`config.mk`:
```
export PLATFORM = sky130hd
export DESIGN_NAME = fetch_unit_flat
export DESIGN_NICKNAME = d
export VERILOG_FILES = /design/src/rtl/fetch_unit_if.sv /design/src/rtl/fetch_unit.sv /design/src/flat_wrapper.sv
export SDC_FILE = /design/constraint.sdc
export NUM_CORES = 1
export LEC_CHECK = 0
export CAP_MARGIN = 20
export CORE_AREA = 2 2 93 95
export CTS_CLUSTER_DIAMETER = 80
export DETAILED_ROUTE_END_ITERATION = 10
export DIE_AREA = 0 0 95 97
export PLACE_DENSITY = 0.72
export SLEW_MARGIN = 5
export SYNTH_ARGS = -nofsm -noshare
export SYNTH_HDL_FRONTEND = slang
export SYNTH_SLANG_ARGS = --single-unit
```
`constraint.sdc`:
```
create_clock -name clk -period 7.7 [get_ports clk]
set_clock_uncertainty 0.05 [all_clocks]
set_input_delay 1.155 -clock clk [delete_from_list [all_inputs] [get_ports clk]]
set_output_delay 1.155 -clock clk [all_outputs]
set_load 0.02 [all_outputs]
```
`src/rtl/fetch_unit_if.sv`:
```
// fetch_unit_if: instruction-memory request/response port plus the
// core-facing instruction handshake and redirect/halt controls.
// master = fetch_unit side, slave = memory/core side.
interface fetch_unit_if #(
    parameter int PC_W = 8
) ();
    logic            imem_req;
    logic [PC_W-1:0] imem_addr;
    logic            imem_gnt;
    logic            imem_rvalid;
    logic [15:0]     imem_rdata;
    logic            instr_valid;
    logic            instr_ready;
    logic [15:0]     instruction;
    logic [PC_W-1:0] instr_pc;
    logic            redirect;
    logic [PC_W-1:0] redirect_pc;
    logic            halted;

    modport master (
        output imem_req, imem_addr,
        input  imem_gnt, imem_rvalid, imem_rdata,
        output instr_valid, instruction, instr_pc,
        input  instr_ready,
        input  redirect, redirect_pc,
        output halted
    );

    modport slave (
        input  imem_req, imem_addr,
        output imem_gnt, imem_rvalid, imem_rdata,
        input  instr_valid, instruction, instr_pc,
        output instr_ready,
        output redirect, redirect_pc,
        input  halted
    );
endinterface

```
`src/rtl/fetch_unit.sv`:
```
// fetch_unit: program counter, credit-limited in-order fetch from
// instruction memory, DEPTH-entry prefetch queue, valid/ready delivery
// to the core, redirect with flush of in-flight fetches.
// Optional feature macro: FETCH_HALT_EN (halt on opcode 6'b111111).
//
// state   | meaning
// --------+--------------------------------------------------------
// S_FETCH | normal fetching, responses pushed into the queue
// S_FLUSH | after redirect: no requests, responses dropped until
//         | the outstanding count drains to zero
// S_HALT  | halt opcode consumed: no requests, responses dropped
module fetch_unit #(
    parameter int PC_W  = 8,
    parameter int DEPTH = 2
) (
    input  logic           clk,
    input  logic           rst_n,
    fetch_unit_if.master   bus
);
    localparam int CW = $clog2(DEPTH) + 1;
    localparam int AW = $clog2(DEPTH);
    localparam logic [CW:0] L_DEPTH = (CW+1)'(DEPTH);

    typedef enum logic [1:0] {
        S_FETCH = 2'd0,
        S_FLUSH = 2'd1,
        S_HALT  = 2'd2
    } state_t;

    state_t          r_state;
    state_t          w_state_nxt;
    logic [PC_W-1:0] r_pc;
    logic [CW-1:0]   r_out_cnt;
    logic [CW-1:0]   w_out_nxt;
    logic [CW-1:0]   r_q_cnt;
    logic [AW-1:0]   r_q_rd;
    logic [AW-1:0]   r_q_wr;
    logic [15:0]     r_q_data [DEPTH];
    logic [PC_W-1:0] r_q_pc   [DEPTH];

    logic            w_req;
    logic            w_gnt_fire;
    logic            w_rsp;
    logic            w_push;
    logic            w_pop;
    logic            w_qclr;
    logic            w_halt_hs;
    logic [CW:0]     w_used;
    logic [PC_W-1:0] w_rsp_pc;

    assign w_pop = (r_q_cnt != '0) & bus.instr_ready;

    // A slot popped this cycle is free again, so it counts as credit now;
    // this is what lets DEPTH=2 stream one word per cycle.
    assign w_used = {1'b0, r_out_cnt} + {1'b0, r_q_cnt} - {{CW{1'b0}}, w_pop};

    // Reset gates the request so the port is quiet while rst_n is low.
    assign w_req      = (r_state == S_FETCH) & rst_n & (w_used < L_DEPTH);
    assign w_gnt_fire = w_req & bus.imem_gnt;

    // A response with nothing outstanding is a protocol error and is ignored.
    assign w_rsp = bus.imem_rvalid & (r_out_cnt != '0);

    // In S_FETCH every outstanding grant was issued to consecutive addresses
    // ending at r_pc-1, so the oldest one is r_pc - outstanding.
    assign w_rsp_pc = r_pc - PC_W'(r_out_cnt);

`ifdef FETCH_HALT_EN
    assign w_halt_hs  = w_pop & (r_q_data[r_q_rd][15:10] == 6'b111111);
    assign bus.halted = (r_state == S_HALT);
`else
    assign w_halt_hs  = 1'b0;
    assign bus.halted = 1'b0;
`endif

    assign w_qclr    = bus.redirect | w_halt_hs;
    assign w_push    = w_rsp & (r_state == S_FETCH) & ~w_qclr;
    assign w_out_nxt = r_out_cnt + {{(CW-1){1'b0}}, w_gnt_fire}
                                 - {{(CW-1){1'b0}}, w_rsp};

    // Next-state logic; redirect overrides everything else.
    always_comb begin
        w_state_nxt = r_state;
        case (r_state)
            S_FETCH: if (w_halt_hs) w_state_nxt = S_HALT;
            S_FLUSH: if (w_out_nxt == '0) w_state_nxt = S_FETCH;
            S_HALT:  w_state_nxt = S_HALT;
            default: w_state_nxt = S_FETCH;
        endcase
        if (bus.redirect) begin
            w_state_nxt = (w_out_nxt != '0) ? S_FLUSH : S_FETCH;
        end
    end

    // State register.
    always_ff @(posedge clk or negedge rst_n) begin
        if (!rst_n) r_state <= S_FETCH;
        else        r_state <= w_state_nxt;
    end

    // Program counter and outstanding-request counter.
    always_ff @(posedge clk or negedge rst_n) begin
        if (!rst_n) begin
            r_pc      <= '0;
            r_out_cnt <= '0;
        end else begin
            r_out_cnt <= w_out_nxt;
            if (bus.redirect)    r_pc <= bus.redirect_pc;
            else if (w_gnt_fire) r_pc <= r_pc + PC_W'(1);
        end
    end

    // Prefetch queue: circular buffer of {pc, word}, cleared on redirect/halt.
    always_ff @(posedge clk or negedge rst_n) begin
        if (!rst_n) begin
            r_q_rd  <= '0;
            r_q_wr  <= '0;
            r_q_cnt <= '0;
            for (int i = 0; i < DEPTH; i++) begin
                r_q_data[i] <= '0;
                r_q_pc[i]   <= '0;
            end
        end else if (w_qclr) begin
            r_q_rd  <= '0;
            r_q_wr  <= '0;
            r_q_cnt <= '0;
        end else begin
            if (w_push) begin
                r_q_data[r_q_wr] <= bus.imem_rdata;
                r_q_pc[r_q_wr]   <= w_rsp_pc;
                r_q_wr           <= r_q_wr + AW'(1);
            end
            if (w_pop) r_q_rd <= r_q_rd + AW'(1);
            r_q_cnt <= r_q_cnt + {{(CW-1){1'b0}}, w_push}
                               - {{(CW-1){1'b0}}, w_pop};
        end
    end

    assign bus.imem_req    = w_req;
    assign bus.imem_addr   = r_pc;
    assign bus.instr_valid = (r_q_cnt != '0);
    assign bus.instruction = r_q_data[r_q_rd];
    assign bus.instr_pc    = r_q_pc[r_q_rd];

endmodule

```
`src/flat_wrapper.sv`:
```
// flat-port wrapper written by rule: the top's interface ports become plain ports
module fetch_unit_flat 
#(
    parameter int PC_W  = 8,
    parameter int DEPTH = 2
)
  (clk, rst_n, bus_imem_req, bus_imem_addr, bus_imem_gnt, bus_imem_rvalid, bus_imem_rdata, bus_instr_valid, bus_instruction, bus_instr_pc, bus_instr_ready, bus_redirect, bus_redirect_pc, bus_halted);
  fetch_unit_if #(.PC_W(PC_W)) bus_i ();
  input  logic clk;
  input  logic rst_n;
  output wire logic [$bits(bus_i.imem_req)-1:0] bus_imem_req;
  output wire logic [$bits(bus_i.imem_addr)-1:0] bus_imem_addr;
  input wire logic [$bits(bus_i.imem_gnt)-1:0] bus_imem_gnt;
  input wire logic [$bits(bus_i.imem_rvalid)-1:0] bus_imem_rvalid;
  input wire logic [$bits(bus_i.imem_rdata)-1:0] bus_imem_rdata;
  output wire logic [$bits(bus_i.instr_valid)-1:0] bus_instr_valid;
  output wire logic [$bits(bus_i.instruction)-1:0] bus_instruction;
  output wire logic [$bits(bus_i.instr_pc)-1:0] bus_instr_pc;
  input wire logic [$bits(bus_i.instr_ready)-1:0] bus_instr_ready;
  input wire logic [$bits(bus_i.redirect)-1:0] bus_redirect;
  input wire logic [$bits(bus_i.redirect_pc)-1:0] bus_redirect_pc;
  output wire logic [$bits(bus_i.halted)-1:0] bus_halted;
  assign bus_imem_req = bus_i.imem_req;
  assign bus_imem_addr = bus_i.imem_addr;
  assign bus_i.imem_gnt = bus_imem_gnt;
  assign bus_i.imem_rvalid = bus_imem_rvalid;
  assign bus_i.imem_rdata = bus_imem_rdata;
  assign bus_instr_valid = bus_i.instr_valid;
  assign bus_instruction = bus_i.instruction;
  assign bus_instr_pc = bus_i.instr_pc;
  assign bus_i.instr_ready = bus_instr_ready;
  assign bus_i.redirect = bus_redirect;
  assign bus_i.redirect_pc = bus_redirect_pc;
  assign bus_halted = bus_i.halted;
  fetch_unit #(.PC_W(PC_W), .DEPTH(DEPTH)) u_core (.clk(clk), .rst_n(rst_n), .bus(bus_i));
endmodule
```
* Yosys cells after proc, flatten, opt, wreduce, memory -nomap -nowiden *
Index checks and enable logic that the tools add are counted.

word-level totals
  register bits = 64
  output and inout bits = 35
  word-level logic and storage cells = 72

operators by class
  $add $sub $neg = 10
  $lt $le $gt $ge = 4
  eq/ne operators = 4
  mux-type cells = 23
  bitwise operators = 10
  reduce and logical (&&, ||, !) cells = 11

operators with widths
  cell                   number
  $mux W16               4
  $mux W8                6
  $bwmux W32             1
  $bwmux W16             1
  $demux W16 S1          1
  $reduce_bool A2 Y1     6
  $add A8 B1 Y8 const B  1
  $demux W8 S1           1
  $sub A8 B2 Y8          1
  $and A1 B1 Y1          7
  $mux W2                3
  $pmux W2 S3            1
  $mux W1                5
  $add A2 B1 Y2          2
  $ge A2 B2 Y1 const B   2
  $logic_not A2 Y1       2
  $not A1 Y2             2
  $reduce_and A2 Y1      2
  $sub A2 B1 Y2          2
  $add A2 B2 Y3          1
  $lt A3 B2 Y1 const B   1
  $ne A3 B2 Y1 const B   1
  $sub A3 B1 Y3          1
  $add A1 B1 Y1 const B  2
  other kinds (6)        6

* Logic depth before layout (Yosys ltp) *
  depth after elaboration = 12
  gate-level depth with buffers = 10
  depth with buffers taken out = 9

* Least setup slack after synthesis *
Ideal clock, no wire load.

  path kind = input to output
  from = in bus_instr_ready
  to = out bus_imem_req
  arrival = 2.541 ns
  setup slack = 3.954 ns
  cell stages on the path = 6
  path buffers = 1
  cells stage by stage = o21ai_0 -> nor2_1 -> fa_1 -> nand4bb_1 -> clkbuf_1 -> nor2_1

on the way
  word-level cells in the longest chain between the ends = 4

RTL lines
  item                line                RTL
  start: declaration  flat_wrapper.sv:19  input wire logic [$bits(bus_i.instr_ready)-1:0] bus_instr_ready;
  $and A1 B1 Y1       fetch_unit.sv:51    assign w_pop = (r_q_cnt != '0) & bus.instr_ready;
  $sub A3 B1 Y3       fetch_unit.sv:55    assign w_used = {1'b0, r_out_cnt} + {1'b0, r_q_cnt} - {{CW{1'b0}}, w_pop};
  $lt A3 B2 Y1        fetch_unit.sv:58    assign w_req = (r_state == S_FETCH) & rst_n & (w_used < L_DEPTH);
  $and A1 B1 Y1       fetch_unit.sv:58
  end: declaration    flat_wrapper.sv:11  output wire logic [$bits(bus_i.imem_req)-1:0] bus_imem_req;

No other way between the ends.

* Worst setup path in the final report *
Ends and elaborated chain as after synthesis.

==> impl.org <==
** STA
- Of the available clock period, the critical path in the final layout requires 0.641.
- Final Hold Violating Endpoints :: 0
- Post-route minimum period :: 4.93 ns
- Setup Total Neg Slack :: 0 ns
- For the pin with the worst max-slew slack, the measured transition is 0.889 ns.
- The max-slew violation count came to 0.
- Post-route setup slack :: 2.77 ns
- Headroom to the max-slew limit :: 0.403
- Setup violations remaining at the end of the flow were counted as 0.
- Setup repair after global routing left no endpoint under its margin.
- Highest achievable clock rate :: 0.203 GHz

** Synthesis
- Average footprint of a synthesized cell :: 11.8 µm²
- Sorting the synthesized cells by area gives the leading types as sky130_fd_sc_hd__dfrtp_1, sky130_fd_sc_hd__mux2_2, sky130_fd_sc_hd__ha_1, sky130_fd_sc_hd__a41oi_1, sky130_fd_sc_hd__mux2_1.
- Mapped Cells :: 284
- Number of enable flip-flop cells after synthesis :: 0
- Dominant cell type by area after synthesis :: sky130_fd_sc_hd__dfrtp_1
- After synthesis the cells add up to 0.00335 mm².
- Number of flip-flops and latches in the synthesized netlist :: 64
- Count of distinct cell types in the synthesized netlist :: 50
- For this run, the leading register cell type out of synthesis is sky130_fd_sc_hd__dfrtp_1.
- Area share of the largest cell type after synthesis :: 0.478
- Yosys printed 0 warnings.
- For this run, asynchronously set or reset flops after synthesis account for 1.00.
- The share of the Yosys chip area taken by registers is 0.478.
- Counting every net in the synthesized netlist gives 324.

** Finish
- Most frequent standard cell in the layout excluding fill and tap cells :: sky130_fd_sc_hd__dfrtp_1
- Post-layout util :: 0.521
- The number of antenna diodes in the final layout is 0.
- The filler cells instantiated in the layout total 752.
- Final net count :: 381
- Most used cells in the layout excluding fill and tap cells :: sky130_fd_sc_hd__dfrtp_1, sky130_fd_sc_hd__clkdlybuf4s50_1, sky130_fd_sc_hd__mux2_2
- The multi-input combinational cells in the finished layout cover a total of 0.00159 mm².
- Proportion of layout cells with a drive suffix above 1 :: 0.228
- For this run, the number of standard cells in the final layout without fillers is 451.
- Total area of sequential cells :: 0.00160 mm²
- Relative to the synthesized area, the layout overhead comes to 26.3%.

** Global route
- The via count of the first global-routing pass is 2505.
- Initial antenna violation count :: 0
- Across every metal layer, demand over resource in global routing totals 0.164.
- After global routing the overflow that remains totals 0.
- The first global-routing pass estimated 11800 µm of wire.
- Entering global routing, the biggest net connects 67 pins.

** Placed design
- Gp weighted congestion :: 0.869
- At the placement stage, the worst setup path has a slack of 2.78 ns.
- Total placed cells including tap cells :: 435
- Detail Placement HPWL :: 4980 µm
- Number of buffers added on ports :: 63

** Route
- Routed WL :: 7250 µm
- The detail route stage leaves a number of antenna-violating nets equal to 0.
- For this run, the detailed router's first-pass iteration total came to 4.
- Overall via count from detail_route :: 2450
- Dividing the detail-routed wire length by the instance count gives 16.1 µm.
- Final routed DRC violation total :: 0
- Number of design-rule violations left by the first detailed-router iteration :: 119
- Average via count per standard cell :: 5.43

** Setup path
- The worst setup path is captured at an output port.
- The slowest stage of the critical path belongs to the cell sky130_fd_sc_hd__xnor2_1.
- CP max stage delay :: 0.74 ns
- The worst setup path is of the primary input to output port kind.
- Along the worst path, the maximum fanout reaches 13.
- For the worst setup path, the data required time is 6.49 ns.
- The signal on the critical path passes through clkdlybuf4s50_1 -> o21ai_0 -> nor2_1 -> fa_1 -> xnor2_1 -> nor2_1 -> clkdlybuf4s50_1.
- Critical path startpoint category :: primary input
- STA puts the critical path data arrival time at 3.73 ns.
- Worst-case register-to-register setup slack :: 4.40 ns

** Floorplanning
- Area of the die :: 0.00922 mm²
- For this configuration, the core starts out at a cell density of 0.412.
- Num rows :: 33
- Core box area :: 0.00813 mm²
- 65 I/O pins were placed.
- From bottom edge to top edge, the die measures 97 µm.
- The floorplan step set the die width to 95 µm.

** Clock network
- The clock passes through at most 2 buffers.
- The tree is rooted in a sky130_fd_sc_hd__clkbuf_8.
- Number of buffers added to fix hold violations after cts :: 0
- PostCTS Resize Cnt :: 0
- Number of buffers inserted by post-CTS setup repair :: 0
- H-Tree Depth :: 3
- Clock tree from TritonCTS :: done
- The later pin in the worst-skew pair is clocked with a latency of 0.34 ns.
- After clock tree synthesis, the clock-pin slew on the worst setup and hold paths is 0.07 ns.
- Counting the buffers created by CTS gives 9.
- The clock drives 64 sinks.

** Min path
- Hold Path Class :: flop to flop

** Job
- The tool flagged a number of max-cap violations equal to 0.

** Power and ir drop
- For this design the ratio of total power to cell area is 406 mW/mm².
- VDD IR-drop max :: 0.201 mV
- The analysis attributes to cell leakage a power of 1.76 nW.

** Status
- Status :: finished, final reports clean
==> area by class of cell <==
cell class / count / share of cell area
Clock buffer: 9 / 0.0292
Clock inverter: 7 / 0.0148
Multi-Input combinational cell: 183 / 0.376
Sequential cell: 64 / 0.378
Tap cell: 105 / 0.0310
Timing Repair Buffer: 67 / 0.157
Inverter: 16 / 0.0142
==> state kept, by name, summed over array words and instances, names as in the netlist <==
name	cells
u_core.bus.imem_addr	8
u_core.r_q_cnt	2
u_core.r_state	2
u_core.r_out_cnt	2
u_core.r_q_pc	16
u_core.r_q_rd	1
u_core.r_q_data	32
u_core.r_q_wr	1
==> cells in the mapped netlist (all sizes together), types with 2 or more instances <==
cell,count
o211ai,3
o31ai,4
a21oi,2
buf,10
mux2,58
nor2,9
fa,2
ha,8
a311oi,2
or4,8
nor3b,3
or2,4
a31oi,10
xnor2,6
xor2,4
dfrtp,64
inv,16
o41ai,4
nand4,6
nor2b,5
o21ai,4
mux2i,4
and4,2
nand2,9
nand3,2
clkbuf,11
a41oi,8
==> power by group <==
group | switching, mW | internal (mW) | leakage [nW]
sequential | 0.0998 | 0.482 | 0.788
clock | 0.130 | 0.146 | 0.0985
combinational | 0.421 | 0.440 | 0.876
==> layer usage <==
metal | vias up | track usage | wire length [µm] | part of all wire
li1 | 1159 | - | - | -
met1 | 1213 | 0.212 | 3310 | 0.46
met2 | 66 | 0.263 | 3490 | 0.48
met3 | 12 | 0.0374 | 333 | 0.046
met4 | 0 | 0.0647 | 117 | 0.016
met5 | - | 0 | 0 | 0
==> critical path, delay by kind of cell <==
kind / cells / cell delay, ns
xor+xnor: 1 / 0.74
simple gates: 2 / 0.20
buf+inv: 2 / 1.00
fa+ha+maj: 1 / 0.46
compound gates: 1 / 0.16
==> worst paths after layout <==
kind,endpoint,start,depth (start not counted)
setup / recovery,bus_imem_req,bus_instr_ready,7
min in group asynchronous,u_core.r_q_data[15],rst_n,2
hold reg to reg,u_core.r_q_data[18],u_core.r_q_data[18],1
setup reg to reg,u_core.r_state[0],u_core.r_out_cnt[1],9
hold / removal,u_core.r_q_data[18],u_core.r_q_data[18],1
max in group asynchronous,u_core.bus.imem_addr[2],rst_n,2
==> per-stage QoR <==
step,hold slack [ns],area (µm²),power [mW]
3_5_place_dp,0.427,4050,1.45
6_report,0.433,4240,1.72
3_3_place_gp,0.413,4040,1.42
5_1_grt,0.461,4240,1.84
2_1_floorplan,0.404,3350,1.13
4_1_cts,0.442,4240,1.74
==> cell families (layout without fill, tap and decap cells) <==
group	Yosys count	count (layout)	share of synthesized area
xor gates and xnor gates	10	10	0.0261
other	1	1	0.00112
DFF	64	64	0.478
buffers and inverters	37	99	0.0470
and+or+nand+nor	57	57	0.104
AOI/OAI and AO/OA	43	43	0.0955
adders and majority gates	10	10	0.0418
muxes	62	62	0.207
Power figures use the tool's default switching activity.
